[src/rtl/gcm_pkg.sv]
// gcm_pkg: shared types for the AES-GCM command sequencer.
// Command codes, FSM states, latency defaults.
package gcm_pkg;

  localparam int GCM_TYPE_W  = 3;
  localparam int GCM_DATA_W  = 128;
  localparam int GCM_IV_W    = 96;
  localparam int GCM_CNT_W   = 8;
  localparam int GCM_BLK_W   = 16;

  localparam int GCM_KEY_LAT = 11;
  localparam int GCM_HJ_LAT  = 14;
  localparam int GCM_BLK_GAP = 1;
  localparam int GCM_TAG_TMO = 64;

  typedef enum logic [2:0] {
    CMD_KEY = 3'd0,
    CMD_IV  = 3'd1,
    CMD_AAD = 3'd2,
    CMD_PLD = 3'd3,
    CMD_EOF = 3'd4
  } gcm_cmd_e;

  typedef enum logic [1:0] {
    ST_IDLE     = 2'd0,
    ST_AAD_PH   = 2'd1,
    ST_PLD_PH   = 2'd2,
    ST_TAG_WAIT = 2'd3
  } gcm_state_e;

  function automatic logic [GCM_BLK_W-1:0] sat_inc(
    input logic [GCM_BLK_W-1:0] v
  );
    return (v == '1) ? v : v + 1'b1;
  endfunction

endpackage

[src/rtl/gcm_seq_ctrl_if.sv]
// gcm_seq_ctrl_if: typed command stream into the sequencer.
// master drives commands, slave returns ready.
interface gcm_seq_ctrl_if;
  import gcm_pkg::*;

  logic                  cmd_valid;
  logic                  cmd_ready;
  logic [GCM_TYPE_W-1:0] cmd_type;
  logic [GCM_DATA_W-1:0] cmd_data;

  modport master (
    output cmd_valid,
    output cmd_type,
    output cmd_data,
    input  cmd_ready
  );

  modport slave (
    input  cmd_valid,
    input  cmd_type,
    input  cmd_data,
    output cmd_ready
  );

endinterface

[src/rtl/gcm_seq_cnt.sv]
// gcm_seq_cnt: loadable down-counter, saturates at zero.
// zero_o marks the hazard window as closed.
module gcm_seq_cnt
  import gcm_pkg::*;
#(
  parameter int W = GCM_CNT_W
) (
  input  logic         clk,
  input  logic         rst,
  input  logic         ld_i,
  input  logic [W-1:0] ld_val_i,
  output logic         zero_o
);

  logic [W-1:0] cnt_q;
  logic [W-1:0] cnt_d;

  // load wins over the decrement
  always_comb begin
    cnt_d = cnt_q;
    if (ld_i) begin
      cnt_d = ld_val_i;
    end else if (cnt_q != '0) begin
      cnt_d = cnt_q - 1'b1;
    end
  end

  // counter register
  always_ff @(posedge clk) begin
    if (rst) begin
      cnt_q <= '0;
    end else begin
      cnt_q <= cnt_d;
    end
  end

  assign zero_o = (cnt_q == '0);

endmodule

[src/rtl/gcm_seq_ctrl.sv]
// gcm_seq_ctrl: orders commands into the GCM core and
// spaces the strobes to cover the core's hazards.
module gcm_seq_ctrl
  import gcm_pkg::*;
#(
  parameter int KEY_LAT = GCM_KEY_LAT,
  parameter int HJ_LAT  = GCM_HJ_LAT,
  parameter int BLK_GAP = GCM_BLK_GAP,
  parameter int TAG_TMO = GCM_TAG_TMO
) (
  input  logic                  clk,
  input  logic                  rst,
  gcm_seq_ctrl_if.slave         cmd,
  output logic                  gcm_key_vld_o,
  output logic [GCM_DATA_W-1:0] gcm_key_o,
  output logic                  gcm_iv_vld_o,
  output logic [GCM_IV_W-1:0]   gcm_iv_o,
  output logic                  gcm_aad_vld_o,
  output logic                  gcm_pld_vld_o,
  output logic                  gcm_eof_o,
  output logic [GCM_DATA_W-1:0] gcm_pld_o,
  input  logic                  gcm_tag_vld_i,
  output logic                  busy_o,
  output logic                  done_o,
  output logic                  err_o,
  output logic [GCM_BLK_W-1:0]  blk_cnt_o
);

  localparam logic [GCM_CNT_W-1:0] KEY_LD =
    GCM_CNT_W'(KEY_LAT - 1);
  localparam logic [GCM_CNT_W-1:0] HJ_LD =
    GCM_CNT_W'(HJ_LAT - 1);
  localparam logic [GCM_CNT_W-1:0] GAP_LD =
    GCM_CNT_W'(BLK_GAP - 1);
  localparam logic [15:0] TMO_LAST =
    16'(TAG_TMO - 1);

  gcm_state_e state_q, state_d;
  logic       key_ok_q, key_ok_d;
  logic [15:0] tmo_q, tmo_d;

  logic key_vld_q, key_vld_d;
  logic iv_vld_q, iv_vld_d;
  logic aad_vld_q, aad_vld_d;
  logic pld_vld_q, pld_vld_d;
  logic eof_q, eof_d;
  logic done_q, done_d;
  logic err_q, err_d;

  logic [GCM_DATA_W-1:0] key_q, key_d;
  logic [GCM_DATA_W-1:0] pld_q, pld_d;
  logic [GCM_IV_W-1:0]   iv_q, iv_d;
  logic [GCM_BLK_W-1:0]  blk_q, blk_d;

  logic                 key_ld;
  logic                 gap_ld;
  logic [GCM_CNT_W-1:0] gap_val;
  logic                 key_zero;
  logic                 gap_zero;
  logic                 cmd_rdy;
  logic                 cmd_acc;
  logic                 is_key;
  logic                 is_iv;
  logic                 is_aad;
  logic                 is_pld;
  logic                 is_eof;

  gcm_seq_cnt #(.W(GCM_CNT_W)) u_key_cnt (
    .clk      (clk),
    .rst      (rst),
    .ld_i     (key_ld),
    .ld_val_i (KEY_LD),
    .zero_o   (key_zero)
  );

  gcm_seq_cnt #(.W(GCM_CNT_W)) u_gap_cnt (
    .clk      (clk),
    .rst      (rst),
    .ld_i     (gap_ld),
    .ld_val_i (gap_val),
    .zero_o   (gap_zero)
  );

  assign is_key = (cmd.cmd_type == CMD_KEY);
  assign is_iv  = (cmd.cmd_type == CMD_IV);
  assign is_aad = (cmd.cmd_type == CMD_AAD);
  assign is_pld = (cmd.cmd_type == CMD_PLD);
  assign is_eof = (cmd.cmd_type == CMD_EOF);

  // ready depends only on state and hazard counters
  always_comb begin
    cmd_rdy = 1'b0;
    unique case (state_q)
      ST_IDLE:   cmd_rdy = key_zero;
      ST_AAD_PH: cmd_rdy = gap_zero;
      ST_PLD_PH: cmd_rdy = gap_zero;
      default:   cmd_rdy = 1'b0;
    endcase
  end

  assign cmd.cmd_ready = cmd_rdy;
  assign cmd_acc = cmd.cmd_valid & cmd_rdy;

  // next state, strobes and counter loads
  always_comb begin
    state_d   = state_q;
    key_ok_d  = key_ok_q;
    tmo_d     = tmo_q;
    key_vld_d = 1'b0;
    iv_vld_d  = 1'b0;
    aad_vld_d = 1'b0;
    pld_vld_d = 1'b0;
    eof_d     = 1'b0;
    done_d    = 1'b0;
    err_d     = 1'b0;
    key_d     = key_q;
    iv_d      = iv_q;
    pld_d     = pld_q;
    blk_d     = blk_q;
    key_ld    = 1'b0;
    gap_ld    = 1'b0;
    gap_val   = GAP_LD;

    unique case (state_q)
      ST_IDLE: begin
        if (cmd_acc) begin
          unique case (1'b1)
            is_key: begin
              key_vld_d = 1'b1;
              key_d     = cmd.cmd_data;
              key_ok_d  = 1'b1;
              key_ld    = 1'b1;
            end
            is_iv && key_ok_q: begin
              iv_vld_d = 1'b1;
              iv_d     = cmd.cmd_data[GCM_IV_W-1:0];
              gap_ld   = 1'b1;
              gap_val  = HJ_LD;
              blk_d    = '0;
              state_d  = ST_AAD_PH;
            end
            default: err_d = 1'b1;
          endcase
        end
      end

      ST_AAD_PH: begin
        if (cmd_acc) begin
          unique case (1'b1)
            is_aad: begin
              aad_vld_d = 1'b1;
              pld_d     = cmd.cmd_data;
              blk_d     = sat_inc(blk_q);
              gap_ld    = 1'b1;
            end
            is_pld: begin
              pld_vld_d = 1'b1;
              pld_d     = cmd.cmd_data;
              blk_d     = sat_inc(blk_q);
              gap_ld    = 1'b1;
              state_d   = ST_PLD_PH;
            end
            is_eof: begin
              eof_d   = 1'b1;
              gap_ld  = 1'b1;
              tmo_d   = '0;
              state_d = ST_TAG_WAIT;
            end
            default: err_d = 1'b1;
          endcase
        end
      end

      ST_PLD_PH: begin
        if (cmd_acc) begin
          unique case (1'b1)
            is_pld: begin
              pld_vld_d = 1'b1;
              pld_d     = cmd.cmd_data;
              blk_d     = sat_inc(blk_q);
              gap_ld    = 1'b1;
            end
            is_eof: begin
              eof_d   = 1'b1;
              gap_ld  = 1'b1;
              tmo_d   = '0;
              state_d = ST_TAG_WAIT;
            end
            default: err_d = 1'b1;
          endcase
        end
      end

      ST_TAG_WAIT: begin
        if (gcm_tag_vld_i) begin
          done_d  = 1'b1;
          state_d = ST_IDLE;
        end else if (tmo_q == TMO_LAST) begin
          err_d   = 1'b1;
          state_d = ST_IDLE;
        end else begin
          tmo_d = tmo_q + 16'd1;
        end
      end

      default: state_d = ST_IDLE;
    endcase
  end

  // control and strobe registers
  always_ff @(posedge clk) begin
    if (rst) begin
      state_q   <= ST_IDLE;
      key_ok_q  <= 1'b0;
      tmo_q     <= '0;
      key_vld_q <= 1'b0;
      iv_vld_q  <= 1'b0;
      aad_vld_q <= 1'b0;
      pld_vld_q <= 1'b0;
      eof_q     <= 1'b0;
      done_q    <= 1'b0;
      err_q     <= 1'b0;
      blk_q     <= '0;
    end else begin
      state_q   <= state_d;
      key_ok_q  <= key_ok_d;
      tmo_q     <= tmo_d;
      key_vld_q <= key_vld_d;
      iv_vld_q  <= iv_vld_d;
      aad_vld_q <= aad_vld_d;
      pld_vld_q <= pld_vld_d;
      eof_q     <= eof_d;
      done_q    <= done_d;
      err_q     <= err_d;
      blk_q     <= blk_d;
    end
  end

  // data registers, held between strobes
  always_ff @(posedge clk) begin
    if (rst) begin
      key_q <= '0;
      iv_q  <= '0;
      pld_q <= '0;
    end else begin
      key_q <= key_d;
      iv_q  <= iv_d;
      pld_q <= pld_d;
    end
  end

  assign gcm_key_vld_o = key_vld_q;
  assign gcm_key_o     = key_q;
  assign gcm_iv_vld_o  = iv_vld_q;
  assign gcm_iv_o      = iv_q;
  assign gcm_aad_vld_o = aad_vld_q;
  assign gcm_pld_vld_o = pld_vld_q;
  assign gcm_eof_o     = eof_q;
  assign gcm_pld_o     = pld_q;
  assign busy_o        = (state_q != ST_IDLE);
  assign done_o        = done_q;
  assign err_o         = err_q;
  assign blk_cnt_o     = blk_q;

endmodule

[src/flat_wrapper.sv]
// flat-port wrapper written by rule: the top's interface ports become plain ports
module gcm_seq_ctrl_flat import gcm_pkg::*;
#(
  parameter int KEY_LAT = GCM_KEY_LAT,
  parameter int HJ_LAT  = GCM_HJ_LAT,
  parameter int BLK_GAP = GCM_BLK_GAP,
  parameter int TAG_TMO = GCM_TAG_TMO
)
  (clk, rst, gcm_key_vld_o, gcm_key_o, gcm_iv_vld_o, gcm_iv_o, gcm_aad_vld_o, gcm_pld_vld_o, gcm_eof_o, gcm_pld_o, gcm_tag_vld_i, busy_o, done_o, err_o, blk_cnt_o, cmd_cmd_valid, cmd_cmd_type, cmd_cmd_data, cmd_cmd_ready);
  gcm_seq_ctrl_if cmd_i ();
  input  logic clk;
  input  logic rst;
  output logic gcm_key_vld_o;
  output logic [GCM_DATA_W-1:0] gcm_key_o;
  output logic gcm_iv_vld_o;
  output logic [GCM_IV_W-1:0] gcm_iv_o;
  output logic gcm_aad_vld_o;
  output logic gcm_pld_vld_o;
  output logic gcm_eof_o;
  output logic [GCM_DATA_W-1:0] gcm_pld_o;
  input  logic gcm_tag_vld_i;
  output logic busy_o;
  output logic done_o;
  output logic err_o;
  output logic [GCM_BLK_W-1:0] blk_cnt_o;
  input wire logic [$bits(cmd_i.cmd_valid)-1:0] cmd_cmd_valid;
  input wire logic [$bits(cmd_i.cmd_type)-1:0] cmd_cmd_type;
  input wire logic [$bits(cmd_i.cmd_data)-1:0] cmd_cmd_data;
  output wire logic [$bits(cmd_i.cmd_ready)-1:0] cmd_cmd_ready;
  assign cmd_i.cmd_valid = cmd_cmd_valid;
  assign cmd_i.cmd_type = cmd_cmd_type;
  assign cmd_i.cmd_data = cmd_cmd_data;
  assign cmd_cmd_ready = cmd_i.cmd_ready;
  gcm_seq_ctrl #(.KEY_LAT(KEY_LAT), .HJ_LAT(HJ_LAT), .BLK_GAP(BLK_GAP), .TAG_TMO(TAG_TMO)) u_core (.clk(clk), .rst(rst), .cmd(cmd_i), .gcm_key_vld_o(gcm_key_vld_o), .gcm_key_o(gcm_key_o), .gcm_iv_vld_o(gcm_iv_vld_o), .gcm_iv_o(gcm_iv_o), .gcm_aad_vld_o(gcm_aad_vld_o), .gcm_pld_vld_o(gcm_pld_vld_o), .gcm_eof_o(gcm_eof_o), .gcm_pld_o(gcm_pld_o), .gcm_tag_vld_i(gcm_tag_vld_i), .busy_o(busy_o), .done_o(done_o), .err_o(err_o), .blk_cnt_o(blk_cnt_o));
endmodule
[config.mk]
export PLATFORM = sky130hd
export DESIGN_NAME = gcm_seq_ctrl_flat
export DESIGN_NICKNAME = d
export VERILOG_FILES = /design/src/rtl/gcm_pkg.sv /design/src/rtl/gcm_seq_ctrl_if.sv /design/src/rtl/gcm_seq_cnt.sv /design/src/rtl/gcm_seq_ctrl.sv /design/src/flat_wrapper.sv
export SDC_FILE = /design/constraint.sdc
export NUM_CORES = 1
export LEC_CHECK = 0
export CORE_AREA = 5 5 196 198
export CTS_BUF_LIST = sky130_fd_sc_hd__clkbuf_4
export DETAILED_ROUTE_END_ITERATION = 6
export DIE_AREA = 0 0 201 203
export HOLD_SLACK_MARGIN = 0.12
export PLACE_DENSITY = 0.82
export SYNTH_ARGS = -nofsm -noshare
export SYNTH_HDL_FRONTEND = slang
export SYNTH_SLANG_ARGS = --single-unit
[constraint.sdc]
create_clock -name clk -period 3.3 [get_ports clk]
set_input_delay 0.33 -clock clk [delete_from_list [all_inputs] [get_ports clk]]
set_output_delay 0.33 -clock clk [all_outputs]
set_load 0.01 [all_outputs]
==> summary.md <==
| Metric | Value |
|---|---|
| Outcome | finished clean |
| Total die area | 0.0408 sq mm |
| Yosys warning count | 0 |
| Yosys top cell by area | dfxtp_1 |
| Area growth syn-to-layout | 51.2% |
| Initial antenna violation count | 2 |
| Placed insts | around 2800 |
| Min-Delay Startpoint | cmd_cmd_data[1] |
| Gr usage total | 0.265 |
| Worst setup path end | cmd_cmd_ready |
| Clk buf depth | 3 |
| Final Cell Area | 0.0228 sq mm |
| CP max FO | 11 |
| Top cell type's share of synthesized area | 0.545 |
| Fin cells | a little over 3000 |
| Syn_area_per_cell | slightly below 8 sq um |
| Fill count | 2807 |
| CP Launch Type | flop |
| Slew HR | 0.381 |
| Nets | 2649 |
| Sink Count | just over 400 |
| Worst skew pair latency | 0.79 ns |
| Drt wl/cell | 18.7 microns |
| Avg Vias per Cell | about 5.3 |
| Ranking of synthesized cells by area | dfxtp_1 55%, nand2_1 18%, a21oi_1 12%, clkbuf_1 2.5%, xor2_1 1.1% |
| Worst setup startpoint | u_core.state_q[1] |
| Die width | between 200 and 250 microns |
| Core area | between 0.03 and 0.04 sq mm |
| Cell Pwr Density | 494 mW/mm^2 |
| Starting DRT DRC Count | ~1100 |
| CP Data Required Time | between 2 and 3 ns |
| Final hold vios | 0 |
| Hold path cells | 3 |
| First-pass detailed-route iteration total | 6 |
| Max Cap Viol | 0 |
| Remaining DRCs | 0 |
| Post-synth EDFFs | 0 |
| Total number of H-tree levels | 3 |
| Largest net degree at the start of global routing | 127 |
| Leak | between 7 and 8 nW |
| Clk root buf | clkbuf_4 |
| Global-route wire length before repair | slightly below 90000 microns |
| Syn_nets | about 2000 |
| Synth cell types | 56 |
| Nature of the critical path endpoint | primary output |
| Critical path data arrival time | around 2.8 ns |
| DR vias | about 16000 |
| Vias in the first global route | approximately 17000 |
| Reg-to-reg slack, setup | roughly 0.4 ns |
| Primary FF master, synth | dfxtp_1 |
| Synthesis-stage register bit count | a little over 400 |
| Clk_skew | about 0.048 ns |
| Worst R2R End | u_core.gcm_key_o[45] |
| Rows | 70 |
| Fmax | 322 MHz |
| Setup_tns | 0 ns |
| Total CTS buffers | 102 |
| Post-DP HPWL | 36100 microns |
| Min-delay worst type | input port to flop |
| Placed cell area | between 0.02 and 0.025 sq mm |
| Layout cell share with drive strength beyond 1 | 0.0754 |
| Routed WL | 56800 microns |
| Final ANT Viol Nets | 0 |
| Worst r2r path cells | 9 |
| GRT overflow | 0 |
| Post-CTS Setup Bufs | 0 |
| Crit Path Class | flop to primary output |
| Final GP Congestion | 0.859 |
| Cell area after synthesis | 0.0151 sq mm |
| Initial core utilization | 0.414 |
| TritonCTS clock tree | done |
| Async SR Flop Fraction | 0 |
| Final worst-path cycle share | 0.942 |
| Final worst path period need | 3.11 ns |
| Clock transition at path regs | 0.07 ns |
| Port-buffer cells | between 500 and 600 |
| DIE HEIGHT | 203 microns |
| Sequential area share after synthesis | 0.545 |
| Final Max Tran Viols | 0 |
| Cells after Synth | ~1900 |
| RSZ-0062 raised after global routing | no |
| R2R Path Start | u_core.state_q[1] |
| Worst slew pin tran | between 0.9 and 1 ns |
| Peak supply drop | 0.396 mV |
| Final setup fails | 0 |
| Ports | just over 500 |
==> power breakdown <==
part	leakage (nW)	internal [mW]	switching, mW
sequential	3.31	5.13	0.149
combinational	3.62	0.849	1.01
clock	0.728	2.05	2.04
total	7.65	8.03	3.20
==> logic make-up after synthesis <==
kind of cell / synth area share
AO/OA/AOI/OAI: 0.146
XOR/XNOR: 0.0140
multiplexers: 0.00216
adder cells (fa/ha/maj): 0.00831
buffers and inverters: 0.0407
flip-flops: 0.545
AND/OR/NAND/NOR: 0.244
==> area by class of cell <==
cell class	count	area, sq um	area share
timing repair buffer	633	6390	0.281
sequential	410	8210	0.361
antenna	2	5.00	0.000220
clock buffer	142	1070	0.0468
inverter	18	67.6	0.00297
tap	468	586	0.0257
multi-input combinational	1339	6280	0.276
clock inverter	30	150	0.00660
==> sequential cells by signal, summed over array words and instances (netlist names) <==
signal / flops
u_core.gcm_key_o: 128
u_core.gcm_pld_o: 128
u_core.gcm_iv_o: 96
u_core.blk_cnt_o: 16
u_core.tmo_q: 16
u_core.u_gap_cnt.cnt_q: 8
u_core.u_key_cnt.cnt_q: 8
u_core.state_q: 2
u_core.done_o: 1
u_core.err_o: 1
u_core.gcm_aad_vld_o: 1
u_core.gcm_eof_o: 1
u_core.gcm_iv_vld_o: 1
u_core.gcm_key_vld_o: 1
u_core.gcm_pld_vld_o: 1
u_core.key_ok_q: 1
==> cells in the mapped netlist, types with 4 or more instances <==
cell and number:
nand2_1 726, dfxtp_1 410, a21oi_1 368, clkbuf_1 102, nor2_1 42, buf_2 28
nand3_1 23, xor2_1 19, inv_1 18, nor3_1 17, nand4_1 16, o21ai_0 14
ha_1 10, nor4_1 10, a31oi_1 8, and3_1 8, o311ai_0 6, or4_1 6
nor2b_1 5, xnor2_1 5, nand3b_1 4, nand4b_1 4, nor3b_1 4
==> routing by layer <==
layer / GRT usage / vias up / share of wire
met2: 0.456 / 933 / 0.49
met1: 0.286 / 7545 / 0.36
li1: - / 7517 / -
met5: 0 / - / 0
met3: 0.0925 / 202 / 0.10
met4: 0.147 / 0 / 0.051
==> stage by stage <==
stage	hold WS (ns)	power (mW)	utilization	setup slack (ns)
finish	0.221	11.2	0.626	0.190
global route	0.149	11.8	0.626	0.0306
CTS	0.123	11.3	0.626	0.0179
detailed placement	0.445	7.09	0.565	0.347
global placement	0.440	7.03	0.565	0.516
floorplan	0.449	6.36	-	0.801
==> how the worst min path moves through the flow <==
stage	end	slack, ns
finish	u_core.gcm_iv_o[1]	0.22
CTS	u_core.gcm_pld_o[3]	0.12
floorplan	u_core.gcm_eof_o	0.45
global route	u_core.gcm_key_o[26]	0.15
global placement	u_core.gcm_key_o[109]	0.44
detailed placement	u_core.gcm_key_o[112]	0.45
==> cell usage in the layout, fill, tap and decap left out, types with 18 or more instances in the layout <==
cell type        count
clkbuf_4           142
inv_1               18
nand3_1             21
clkdlybuf4s50_1    510
clkinv_1            20
nor2_1              42
dlygate4sd3_1       98
nand2_1            726
a21oi_1            368
xor2_1              19
dfxtp_1            410
==> what timing repair did <==
item                                    CTS  global route
hold endpoints to repair                304             0
resized for setup                         1             2
endpoints found under the setup margin    1             1
hold buffers                             98             0
==> worst max-delay path, stage by stage, from the launching register on <==
cell and delay (ns):
dfxtp_1 0.41, inv_1 0.10, ha_2 0.46, nand3_1 0.17, a21oi_1 0.28, clkdlybuf4s50_1 0.61
No activity file was read; power rests on OpenSTA's default activity.
